$ cat config.mk
export PLATFORM = sky130hd
export DESIGN_NAME = code_sender
export DESIGN_NICKNAME = d
export VERILOG_FILES = /design/src/rtl/code_pkg.sv /design/src/rtl/cycle_timer.sv /design/src/rtl/code_sender.sv
export SDC_FILE = /design/constraint.sdc
export NUM_CORES = 1
export LEC_CHECK = 0
export ABC_AREA = 1
export CORE_MARGIN = 10
export CORE_UTILIZATION = 61
export CTS_BUF_LIST = sky130_fd_sc_hd__clkbuf_8
export DETAILED_ROUTE_END_ITERATION = 10
export HOLD_SLACK_MARGIN = 0.03
export PLACE_DENSITY_LB_ADDON = 0.2
export SYNTH_ARGS = -nofsm -noshare
export SYNTH_HDL_FRONTEND = slang
export SYNTH_SLANG_ARGS = --single-unit
$ cat constraint.sdc
create_clock -name clk -period 5.9 [get_ports clk]
set_clock_uncertainty 0.1 [all_clocks]
set_input_delay 1.18 -clock clk [delete_from_list [all_inputs] [get_ports clk]]
set_output_delay 1.18 -clock clk [all_outputs]
set_load 0.005 [all_outputs]
$ cat src/rtl/code_pkg.sv
// Shared definitions for the safe-lock button interface: button symbols,
// sender FSM states and the symbol-to-line decoder.
package code_pkg;

    typedef enum logic [1:0] {
        SYM_BLANK = 2'b00,
        SYM_A     = 2'b01,
        SYM_B     = 2'b10,
        SYM_C     = 2'b11
    } sym_t;

    typedef enum logic [2:0] {
        ST_IDLE,
        ST_PRESS,
        ST_GAP,
        ST_WAIT_UNLK,
        ST_FINISH
    } sender_state_t;

    // Returns the line pattern {A,B,C}; at most one line is ever high.
    function automatic logic [2:0] decode(input sym_t s);
        logic [2:0] abc;
        unique case (s)
            SYM_A:   abc = 3'b100;
            SYM_B:   abc = 3'b010;
            SYM_C:   abc = 3'b001;
            default: abc = 3'b000;
        endcase
        return abc;
    endfunction

    function automatic int max3(input int a, input int b, input int c);
        int m;
        m = (a > b) ? a : b;
        return (m > c) ? m : c;
    endfunction

endpackage

$ cat src/rtl/cycle_timer.sv
// Loadable down-counter that stops at zero; zero flags the end of an interval.
module cycle_timer #(
    parameter int W = 4
) (
    input  logic         clk,
    input  logic         rst_n,
    input  logic         load,
    input  logic [W-1:0] load_val,
    output logic         zero
);

    logic [W-1:0] cnt;

    always_ff @(posedge clk or negedge rst_n) begin
        if (!rst_n) begin
            cnt <= '0;
        end else if (load) begin
            cnt <= load_val;
        end else if (cnt != '0) begin
            cnt <= cnt - 1'b1;
        end
    end

    assign zero = (cnt == '0);

endmodule

$ cat src/rtl/code_sender.sv
// Transmitter for the safe-lock button interface: plays a latched symbol
// sequence onto A/B/C, then reports whether the lock opened.
module code_sender
    import code_pkg::*;
#(
    parameter int MAX_LEN  = 8,
    parameter int HOLD_CYC = 4,
    parameter int GAP_CYC  = 2,
    parameter int TIMEOUT  = 16
) (
    input  logic                           clk,
    input  logic                           rst_n,
    input  logic                           start,
    input  logic [2*MAX_LEN-1:0]           code,
    input  logic [$clog2(MAX_LEN+1)-1:0]   code_len,
    input  logic                           unlock_in,
    output logic                           A,
    output logic                           B,
    output logic                           C,
    output logic                           busy,
    output logic                           done,
    output logic                           success
);

    localparam int LW   = $clog2(MAX_LEN + 1);
    localparam int TMAX = max3(HOLD_CYC, GAP_CYC, TIMEOUT);
    localparam int TW   = $clog2(TMAX + 1);

    sender_state_t        state, state_nxt;
    logic [2*MAX_LEN-1:0] code_q, code_src;
    logic [LW-1:0]        len_q, idx, idx_nxt;
    logic                 sticky, sticky_nxt, succ_nxt;
    logic                 busy_nxt, done_nxt;
    logic [2:0]           abc_nxt;
    logic                 tmr_load, tmr_zero;
    logic [TW-1:0]        tmr_val;
    sym_t                 sym;

    cycle_timer #(.W(TW)) u_timer (
        .clk      (clk),
        .rst_n    (rst_n),
        .load     (tmr_load),
        .load_val (tmr_val),
        .zero     (tmr_zero)
    );

    // The first symbol is decoded in the start cycle, before code is latched.
    assign code_src = (state == ST_IDLE) ? code : code_q;
    assign sym      = sym_t'(code_src[2*idx_nxt +: 2]);

    always_comb begin
        state_nxt  = state;
        idx_nxt    = idx;
        sticky_nxt = sticky;
        succ_nxt   = success;
        unique case (state)
            ST_IDLE: begin
                if (start) begin
                    idx_nxt    = '0;
                    sticky_nxt = 1'b0;
                    succ_nxt   = 1'b0;
                    state_nxt  = (code_len != '0) ? ST_PRESS : ST_FINISH;
                end
            end
            ST_PRESS: begin
                if (unlock_in) sticky_nxt = 1'b1;
                if (tmr_zero) state_nxt = ST_GAP;
            end
            ST_GAP: begin
                if (unlock_in) sticky_nxt = 1'b1;
                if (tmr_zero) begin
                    if ((idx + LW'(1)) < len_q) begin
                        idx_nxt   = idx + LW'(1);
                        state_nxt = ST_PRESS;
                    end else begin
                        state_nxt = ST_WAIT_UNLK;
                    end
                end
            end
            ST_WAIT_UNLK: begin
                if (sticky || unlock_in) begin
                    succ_nxt  = 1'b1;
                    state_nxt = ST_FINISH;
                end else if (tmr_zero) begin
                    state_nxt = ST_FINISH;
                end
            end
            ST_FINISH: state_nxt = ST_IDLE;
            default:   state_nxt = ST_IDLE;
        endcase
    end

    // Outputs are registered from the next state so lines change on the entry edge.
    always_comb begin
        abc_nxt  = (state_nxt == ST_PRESS) ? decode(sym) : 3'b000;
        busy_nxt = (state_nxt == ST_PRESS) || (state_nxt == ST_GAP) ||
                   (state_nxt == ST_WAIT_UNLK);
        done_nxt = (state_nxt == ST_FINISH);
        tmr_load = (state_nxt != state);
        unique case (state_nxt)
            ST_PRESS:     tmr_val = TW'(HOLD_CYC - 1);
            ST_GAP:       tmr_val = TW'(GAP_CYC - 1);
            ST_WAIT_UNLK: tmr_val = TW'(TIMEOUT - 1);
            default:      tmr_val = '0;
        endcase
    end

    always_ff @(posedge clk or negedge rst_n) begin
        if (!rst_n) begin
            state   <= ST_IDLE;
            idx     <= '0;
            sticky  <= 1'b0;
            success <= 1'b0;
            A       <= 1'b0;
            B       <= 1'b0;
            C       <= 1'b0;
            busy    <= 1'b0;
            done    <= 1'b0;
        end else begin
            state       <= state_nxt;
            idx         <= idx_nxt;
            sticky      <= sticky_nxt;
            success     <= succ_nxt;
            {A, B, C}   <= abc_nxt;
            busy        <= busy_nxt;
            done        <= done_nxt;
        end
    end

    // A length above MAX_LEN is clamped so the symbol index stays inside code.
    always_ff @(posedge clk) begin
        if (state == ST_IDLE && start) begin
            code_q <= code;
            len_q  <= (code_len > LW'(MAX_LEN)) ? LW'(MAX_LEN) : code_len;
        end
    end

endmodule

* Word level (Yosys, flattened, before mapping) *
Index checks and enable logic that the tools add are counted.

word-level totals
  RAM bits = 0
  bits in latches = 0
  output and inout bits = 6
  memories = 0
  memory bits (read-only) = 0
  bits in registers = 39

operators by class
  shifts and indexed selects = 1
  reductions and logical operators = 14
  equal/unequal tests = 14
  muxes and demuxes = 23
  divide/modulo/power cells = 0
  multipliers = 0
  bitwise operators = 0
  $lt $le $gt $ge = 2
  $add $sub $neg = 2

operator list
  operator                                                               number
  3-bit two-way mux                                                      7
  16-bit two-way mux                                                     1
  16-bit by 6-bit indexed part select with 2-bit output                  1
  3-bit by 2-bit equality test with 1-bit output, second input constant  4
  4-bit two-way mux                                                      3
  3-bit one-hot mux with 4 select lines                                  1
  4-bit one-hot mux with 3 select lines                                  1
  5-bit two-way mux                                                      2
  3-bit one-hot mux with 3 select lines                                  1
  4-bit one-hot mux with 2 select lines                                  1
  3-bit by 1-bit equality test with 1-bit output, second input constant  2
  3-bit AND reduction                                                    2
  2-bit nonzero test                                                     3
  5-bit logical NOT                                                      1
  5-bit nonzero test                                                     1
  5-bit by 1-bit subtractor with 5-bit output, second input constant     1
  4-bit by 1-bit adder with 4-bit output, second input constant          1
  2-bit equality test, second input constant                             2
  4-bit > comparator, second input constant                              1
  4-bit less-than comparator                                             1
  2-bit inequality test, second input constant                           2
  1-bit one-hot mux with 2 select lines                                  2
  4-bit nonzero test                                                     1
  3-bit equality test, second input constant                             1
  other kinds (9)                                                        13

* Longest topological paths before layout *
Gate-level depths: netlist (run 1).

  depth in word-level cells = 9
  mapped depth = 17
  depth with buffers taken out = 17

* By module *
Synthesis (run 1) repeated with hierarchy kept, for this count alone.

unflattened totals
  cell total of the unflattened synthesis = 240
  area total of the unflattened synthesis = 2155.8 µm²

modules (own cells, without submodules)
  module       seq. area each (µm²)  instances  cells each  area an instance (µm²)
  code_sender  950.9                 1          201         1853.0
  cycle_timer  125.1                 1          39          302.8

* Least setup slack after synthesis (run 1) *
Ideal clock, no wire load.

  path kind = input to register
  from = input start
  to = register u_timer.cnt[1]
  path slack = 3.501 ns
  arrival = 2.178 ns
  cell stages on the path = 8
  library setup time = 0.121 ns
  required time = 5.679 ns
  path buffers = 0
  cell sequence = nand3_2 -> inv_2 -> a22oi_1 -> o21ai_1 -> nor2_2 -> nand2_1 -> nand2_1 -> o21ai_1

between the ends
  word-level cells in the longest chain between the ends = 5

ends and longest elaborated chain
  item                                                                                                              RTL line            RTL
  from (decl)                                                                                                       code_sender.sv:13   input logic start,
  3-bit two-way mux (*)                                                                                             code_sender.sv:58   if (start) begin
  3-bit one-hot mux with 4 select lines (*)                                                                         code_sender.sv:56   unique case (state)
  3-bit by 2-bit equality test with 1-bit output or 3-bit by 1-bit equality test with 1-bit output (tied branches)  code_sender.sv:100  unique case (state_nxt)
  4-bit one-hot mux with 3 select lines                                                                             code_sender.sv:100
  5-bit two-way mux                                                                                                 cycle_timer.sv:17   end else if (load) begin
  to (signal assigned)                                                                                              cycle_timer.sv:18   cnt <= load_val;
  to (signal assigned)                                                                                              cycle_timer.sv:20   cnt <= cnt - 1'b1;
  to (decl)                                                                                                         cycle_timer.sv:12   logic [W-1:0] cnt;

Every way passes the cells marked *; elsewhere a longest branch is shown, timed or not.
A chain may end at the register's enable or synchronous reset.

* Worst setup path in the final report (run 1) *
Same ends and word-level chain as after synthesis.

==> summary.md, run 1 <==
| Metric | Value |
|---|---|
| Status | `completed` |
| Switching share of power | `around 40%` |
| Critical path, cell by cell | `clkdlybuf4s50_1, nand3_2, inv_2, a22oi_1, o21ai_1, nor2_2, inv_2, o21ai_1, nand2_1, o21ai_1` |
| Worst EP required | `6010 ps` |
| Total routing usage reported by global routing | `between 10% and 20%` |
| CP max stage cell | `clkdlybuf4s50_1` |
| Setup Buffers After CTS | `0` |
| Layout fillers | `roughly 250` |
| Setup_tns | `0 ps` |
| Clk slew on worst S/H paths | `~70 ps` |
| Int Power | `664 uW` |
| Final worst path period need | `2920 ps` |
| Power Density | `around 420 nW/um^2` |
| First-pass GRT wire length | `7.69 mm` |
| Async set-reset flop share out of synthesis | `48.7%` |
| Static Leak | `roughly 0.0013 uW` |
| Largest net degree at the start of global routing | `25` |
| Top cell type's share of synthesized area | `27.3%` |
| Final WL | `about 4.3 mm` |
| Synth Instances | `between 200 and 250` |
| Die W | `about 80 microns` |
| GPL Wtd Cong | `roughly 0.91` |
| Xor-xnor portion of the synthesized cell area | `between 1.5 and 2%` |
| Synth Cell Area | `2200 sq um` |
| CP Launch Type | `primary input` |
| Top FF cell, synth | `edfxtp_1` |
| Clock latency at the later pin of the worst-skew pair | `290 ps` |
| Via count | `1,656` |
| Worst hold path class | `reg2reg` |
| Synthesis Warnings | `0` |
| Final Hold Viols | `0` |
| IO Port Bufs | `29` |
| Max-Cap Viols | `0` |
| Endpoints failing setup | `0` |
| Synth cell types | `32` |
| Antenna diode count | `0` |
| H-tree depth | `2` |
| WP data arrival | `about 3000 ps` |
| Count of flip-flops with a built-in enable after synthesis | `20` |
| WP buf/inv | `3` |
| Worst Setup End Kind | `flip-flop` |
| Top post-synthesis cells by count | `nand2_1, inv_1, nand3_1` |
| DR iter-0 viols | `134` |
| I/O Pins | `30` |
| Cell Count, Final, Fillers Out | `between 300 and 400` |
| Largest family of logic cells by synthesized area | `simple AND/OR/NAND/NOR gates` |
| Critical Path Max Stage Delay | `roughly 450 ps` |
| Sequential share of power | `a little over a third` |
| Synth Area in Adders | `between 3 and 4%` |
| Setup WS pre-CTS | `approximately 2700 ps` |
| TritonCTS clock tree | `done` |
| Rel. slew slack | `43.9%` |
| Syn Nets | `roughly 270` |
| # placed instances | `approximately 320` |
| Area of the multi-input gates | `~930 sq um` |
| Antenna-violating nets left | `0` |
| Leading area contributor after synthesis | `edfxtp_1` |
| Hold buffer count at CTS | `0` |
| DP Wirelength | `3.27 mm` |
| Area grow syn2layout | `19.2%` |
| Grt ovf | `0` |
| Final worst slack | `around 3000 ps` |
| Synth Register Bits | `39` |
| Count leader, synth | `nand2_1` |
| Die span in y | `80.1 microns` |
| Post-synthesis simple-gate area fraction | `26.4%` |
| CTS Sinks | `39` |
| Wire per inst | `13.3 microns` |
| Vias per cell | `approximately 5.1` |
| Worst-path fanout max | `21` |
| Post-layout util | `between 70% and 80%` |
| NumNets Final | `approximately 300` |
| Top Family by Delay on Critical Path | `buffers and inverters` |
| Max Slew Vio Count | `0` |
| RSZ-0062 raised after global routing | `false` |
| Initial antenna violation count | `0` |
| Multiplexer share of the synthesized area | `under 10%` |
| Register area | `between 1000 and 1500 sq um` |
| Die area | `approximately 6400 sq um` |
| Comb power frac | `around 47%` |
| Psw | `440 uW` |
| Synth Area in Compound Gates | `5.80%` |
| Share of layout cells above drive strength 1 | `about an eighth` |
| Initial Util | `~64%` |
| Crit Path Class | `in2reg` |
| Final period util | `49.5%` |
| Crit path top cell by count | `o21ai_1` |
| # rows | `21` |
| Root buffer cell | `clkbuf_8` |
| DRC viols | `0` |
| CTS max path bufs | `2` |
| VDD IR-drop max | `roughly 0.00023 V` |
| Core area | `roughly 3400 sq um` |
| Slew of the pin with the lowest slew margin | `838 ps` |
| F_max | `around 340 MHz` |
| Clock power frac | `16.5%` |
| Vias in the first global route | `roughly 1,800` |
| Sequential element share of the synthesized area | `between 40% and 50%` |
| Synth top area cells | `edfxtp_1, dfrtp_1, nand2_1` |
| Post-cts resize count | `0` |
| Syn_area_per_cell | `between 9 and 10 sq um` |
| Detailed Routing Iterations Pass 1 | `5` |
| Inserted Clock Buffers | `5` |
[logic make-up (layout without fill, tap and decap cells)]
family | Yosys count | in the layout
buf+inv | 49 | 83
compound gates | 23 | 23
simple gates | 111 | 111
fa+ha+maj | 6 | 6
xor+xnor | 5 | 5
flops | 39 | 39
mux | 10 | 10
[stage by stage]
step                      hold slack (ps)  total power (uW)  area, sq um
after floorplan                       374               805         2200
after global placement                396               903         2530
after detailed placement              411               924         2530
after CTS                             428              1110         2630
after global routing                  458              1210         2630
final                                 427              1100         2630
[flip-flops by register name (all words and copies together), names as in the netlist]
register,cells
C,1
idx,4
u_timer.cnt,5
sticky,1
done,1
B,1
success,1
state,3
busy,1
code_q,16
len_q,4
A,1
[metal layers]
layer,GRT usage [%],share of wire [%],vias to the layer above
met5,0,0,-
met4,7.92,2.8,0
met3,5.35,6.0,14
met2,25.3,50,50
met1,16.3,41,738
li1,-,-,854
[layout by cell type (no fill, tap or decap)]
cell / n
inv_2: 6
clkinv_4: 1
a22o_1: 2
edfxtp_1: 20
a21boi_0: 1
nand4_1: 2
mux2i_1: 6
a22oi_1: 1
nor2_2: 2
xnor2_1: 2
nand3_1: 21
nor2_8: 2
nor2_1: 20
nand2_4: 6
nor2_4: 1
nand3_2: 4
inv_1: 40
nand3b_1: 2
nand2_1: 45
a21oi_1: 1
clkinv_2: 1
clkbuf_8: 6
o21ai_1: 10
mux2_2: 3
mux2_1: 1
xor2_1: 3
ha_1: 6
nand2_2: 2
nor3_1: 4
o21ai_0: 8
clkdlybuf4s50_1: 29
dfrtp_1: 19
[layout make-up]
type | instances | area share (%)
Clock buffer | 6 | 3.15
Clock inverter | 2 | 0.477
Inverter | 46 | 6.63
Multi-Input combinational cell | 155 | 35.5
Sequential cell | 39 | 41.0
Tap cell | 46 | 2.19
Timing Repair Buffer | 29 | 11.1
[power groups by stage]
stage / combinational (uW) / sequential, uW / clock, uW
2_1_floorplan: 404 / 401 / 0
3_3_place_gp: 499 / 404 / 0
3_5_place_dp: 517 / 407 / 0
4_1_cts: 522 / 402 / 188
5_1_grt: 597 / 410 / 202
6_report: 520 / 402 / 183
[final timing paths]
check / from / end / slack [ps] / depth (start not counted)
setup / recovery: start / u_timer.cnt[1] / 2980 / 10
hold / removal: sticky / sticky / 430 / 1
setup reg to reg: idx[0] / A / 3390 / 17
hold reg to reg: sticky / sticky / 430 / 1
max in group asynchronous: rst_n / idx[2] / 3910 / 1
min in group asynchronous: rst_n / state[2] / 1270 / 1
(Power assumes the default switching activity.)
==> run 2: changes to the inputs <==
- CORE_UTILIZATION: 61 -> 57
- clock period: 5.9 -> 3.1 ns (I/O delays scaled with it)
==> run 2 against run 1 <==
Critical path depth grew 4. Utilization shrank 4.8 points. Global-route usage shrank 0.52 points. Highest routed layer unchanged. Critical path type is now reg2reg.
==> summary.md, run 2 (synthesis gave the netlist of run 1 again) <==
| Metric | Value |
|---|---|
| Status | `completed` |
| Inserted Clock Buffers | `5 (unchanged)` |
| Crit. Startpoint | `idx[0]` |
| Highest routed layer | `met4` |
| Largest net degree at the start of global routing | `25 (unchanged)` |
| Layout fillers | `293 (+15%)` |
| Via count | `1,676 (+1.2%)` |
| Antenna diode count | `0 (unchanged)` |
| NumNets Final | `307 (+0.33%)` |
| Area grow syn2layout | `20.7%` |
| Die span in y | `82.2 microns (+2.6%)` |
| CTS Sinks | `39 (unchanged)` |
| Largest regs | `code_q x16, u_timer.cnt x5` |
| Rel. slew slack | `44.0% (+0.080 points)` |
| CP Launch Type | `flip-flop` |
| Antenna-violating nets left | `0 (unchanged)` |
| Worst hold path endpoint | `success` |
| Endpoints failing setup | `0 (unchanged)` |
| Area of the multi-input gates | `932 sq um (unchanged)` |
| Commonest non-fill, non-tap cells in the layout | `nand2_1, inv_1, clkdlybuf4s50_1` |
| R2r endpoint | `B` |
| Final Cell Area | `2660 sq um (+1.2%)` |
| RSZ-0062 raised after global routing | `false` |
| GPL Wtd Cong | `0.823 (-9.7%)` |
| Total routing usage reported by global routing | `14.5% (-0.52 points)` |
| H-tree depth | `2 (unchanged)` |
| TritonCTS clock tree | `done` |
| Met1 Wirelength | `1.77 mm (+0.17%)` |
| DR iter-0 viols | `63 (-53%)` |
| Met2 WL | `2.25 mm (+4.5%)` |
| Detailed Routing Iterations Pass 1 | `4 (-1)` |
| Worst EP required | `3220 ps (-2790 ps)` |
| Placed Instance Area | `2540 sq um (+0.40%)` |
| Static Leak | `0.00129 uW (+1.1%)` |
| Slew of the pin with the lowest slew margin | `837 ps (-1.20 ps)` |
| Wire per inst | `13.3 microns (about the same)` |
| Max-Cap Viols | `0 (unchanged)` |
| DRC viols | `0 (unchanged)` |
| Met3 WL | `227 microns (-12%)` |
| # rows | `22 (+4.8%)` |
| Crit Path Class | `reg2reg` |
| Vias per cell | `5.14 (+0.28%)` |
| Hold buffer count at CTS | `0 (unchanged)` |
| Clock latency at the later pin of the worst-skew pair | `290 ps (about the same)` |
| Setup_tns | `0 ps (unchanged)` |
| DP Wirelength | `3.37 mm (+3.3%)` |
| CTS max path bufs | `2 (unchanged)` |
| Share of layout cells above drive strength 1 | `12.9% (+0.68 points)` |
| Clk slew on worst S/H paths | `80 ps (about the same)` |
| Final Hold Viols | `0 (unchanged)` |
| Core area | `3690 sq um (+8.0%)` |
| Post-cts resize count | `0 (unchanged)` |
| Final period util | `a little under 80%` |
| FF-to-FF setup slack | `650 ps (-2740 ps)` |
| IO Port Bufs | `29 (unchanged)` |
| Final worst path period need | `2450 ps` |
| Setup Buffers After CTS | `0 (unchanged)` |
| Die W | `82.2 microns (+2.6%)` |
| Register area | `1080 sq um (unchanged)` |
| Vias in the first global route | `1,771 (-1.1%)` |
| Top reg by flops | `code_q` |
| Worst hold path class | `reg2reg` |
| Worst r2r src | `idx[0]` |
| WP data arrival | `2570 ps (-460 ps)` |
| Root buffer cell | `clkbuf_8` |
| Commonest non-fill, non-tap cell in the layout | `nand2_1` |
| Power Density | `826 nW/um^2 (+96%)` |
| Max Slew Vio Count | `0 (unchanged)` |
| VDD IR-drop max | `0.000518 V (+120%)` |
| Worst-path fanout max | `6 (-71%)` |
| Initial Util | `59.7% (-4.8 points)` |
| Die area | `6750 sq um (+5.2%)` |
| F_max | `407 MHz` |
| Worst reg2reg path depth | `14 (-3)` |
| I/O Pins | `30 (unchanged)` |
| Final WL | `4.34 mm (+0.93%)` |
| Worst Setup End Kind | `flip-flop` |
| Worst hold start | `success` |
| Grt ovf | `0 (unchanged)` |
| First-pass GRT wire length | `7.66 mm (-0.44%)` |
| Hold Path Depth | `1 (unchanged)` |
| Initial antenna violation count | `0 (unchanged)` |
| Largest register FFs | `16 (unchanged)` |
## run 2: where the power goes
| group | leakage [uW] | switching (uW) | internal [uW] |
|---|---|---|---|
| Clock | 0.0000612 | 181 | 260 |
| Sequential | 0.000435 | 65.6 | 698 |
| Combinational | 0.000790 | 600 | 390 |
## run 2: how the worst max path moves through the flow
stage / depth (start not counted) / end / slack [ps]
after CTS: 16 / B / 630
after global placement: 11 / u_timer.cnt[1] / 630
after global routing: 16 / A / 390
after detailed placement: 11 / u_timer.cnt[1] / 600
after floorplan: 17 / A / 890
final: 14 / B / 650
## run 2: through the flow
| step | hold slack [ps] | instances | utilization (%) | setup slack (ps) | total power (uW) |
|---|---|---|---|---|---|
| floorplan | 224 | 243 | - | 890 | 1530 |
| global route | 438 | 326 | 72.0 | 391 | 2390 |
| global placement | 390 | 318 | 68.9 | 627 | 1740 |
| detailed placement | 402 | 318 | 68.9 | 597 | 1770 |
| finish | 419 | 326 | 72.0 | 645 | 2190 |
| CTS | 420 | 326 | 72.0 | 625 | 2210 |
## run 2: layout make-up
class                   count  area share (%)
flip-flops and latches     39            40.5
multi-input cells         155            35.1
inverters                  46            6.54
clock buffers               6            3.11
clock inverters             2            1.32
repair buffers             30            11.2
well taps                  48            2.26
## run 2: worst max-delay path: stages (launching register included)
cell and delay, ps:
dfrtp_1 440, ha_1 230, xor2_1 220, ha_1 280, nand2_1 60, inv_1 40
nand2_2 110, nand3_2 140, nand3_2 170, nand3b_1 130, nand3_1 110, nand2_1 60
nand2_1 70, nand3_1 100, nor2_1 120
## run 2: per-layer routing
layer / vias up / GRT usage, %
met5: - / 0
met4: 0 / 5.61
met3: 10 / 4.54
met2: 35 / 26.6
met1: 773 / 15.3
li1: 858 / -
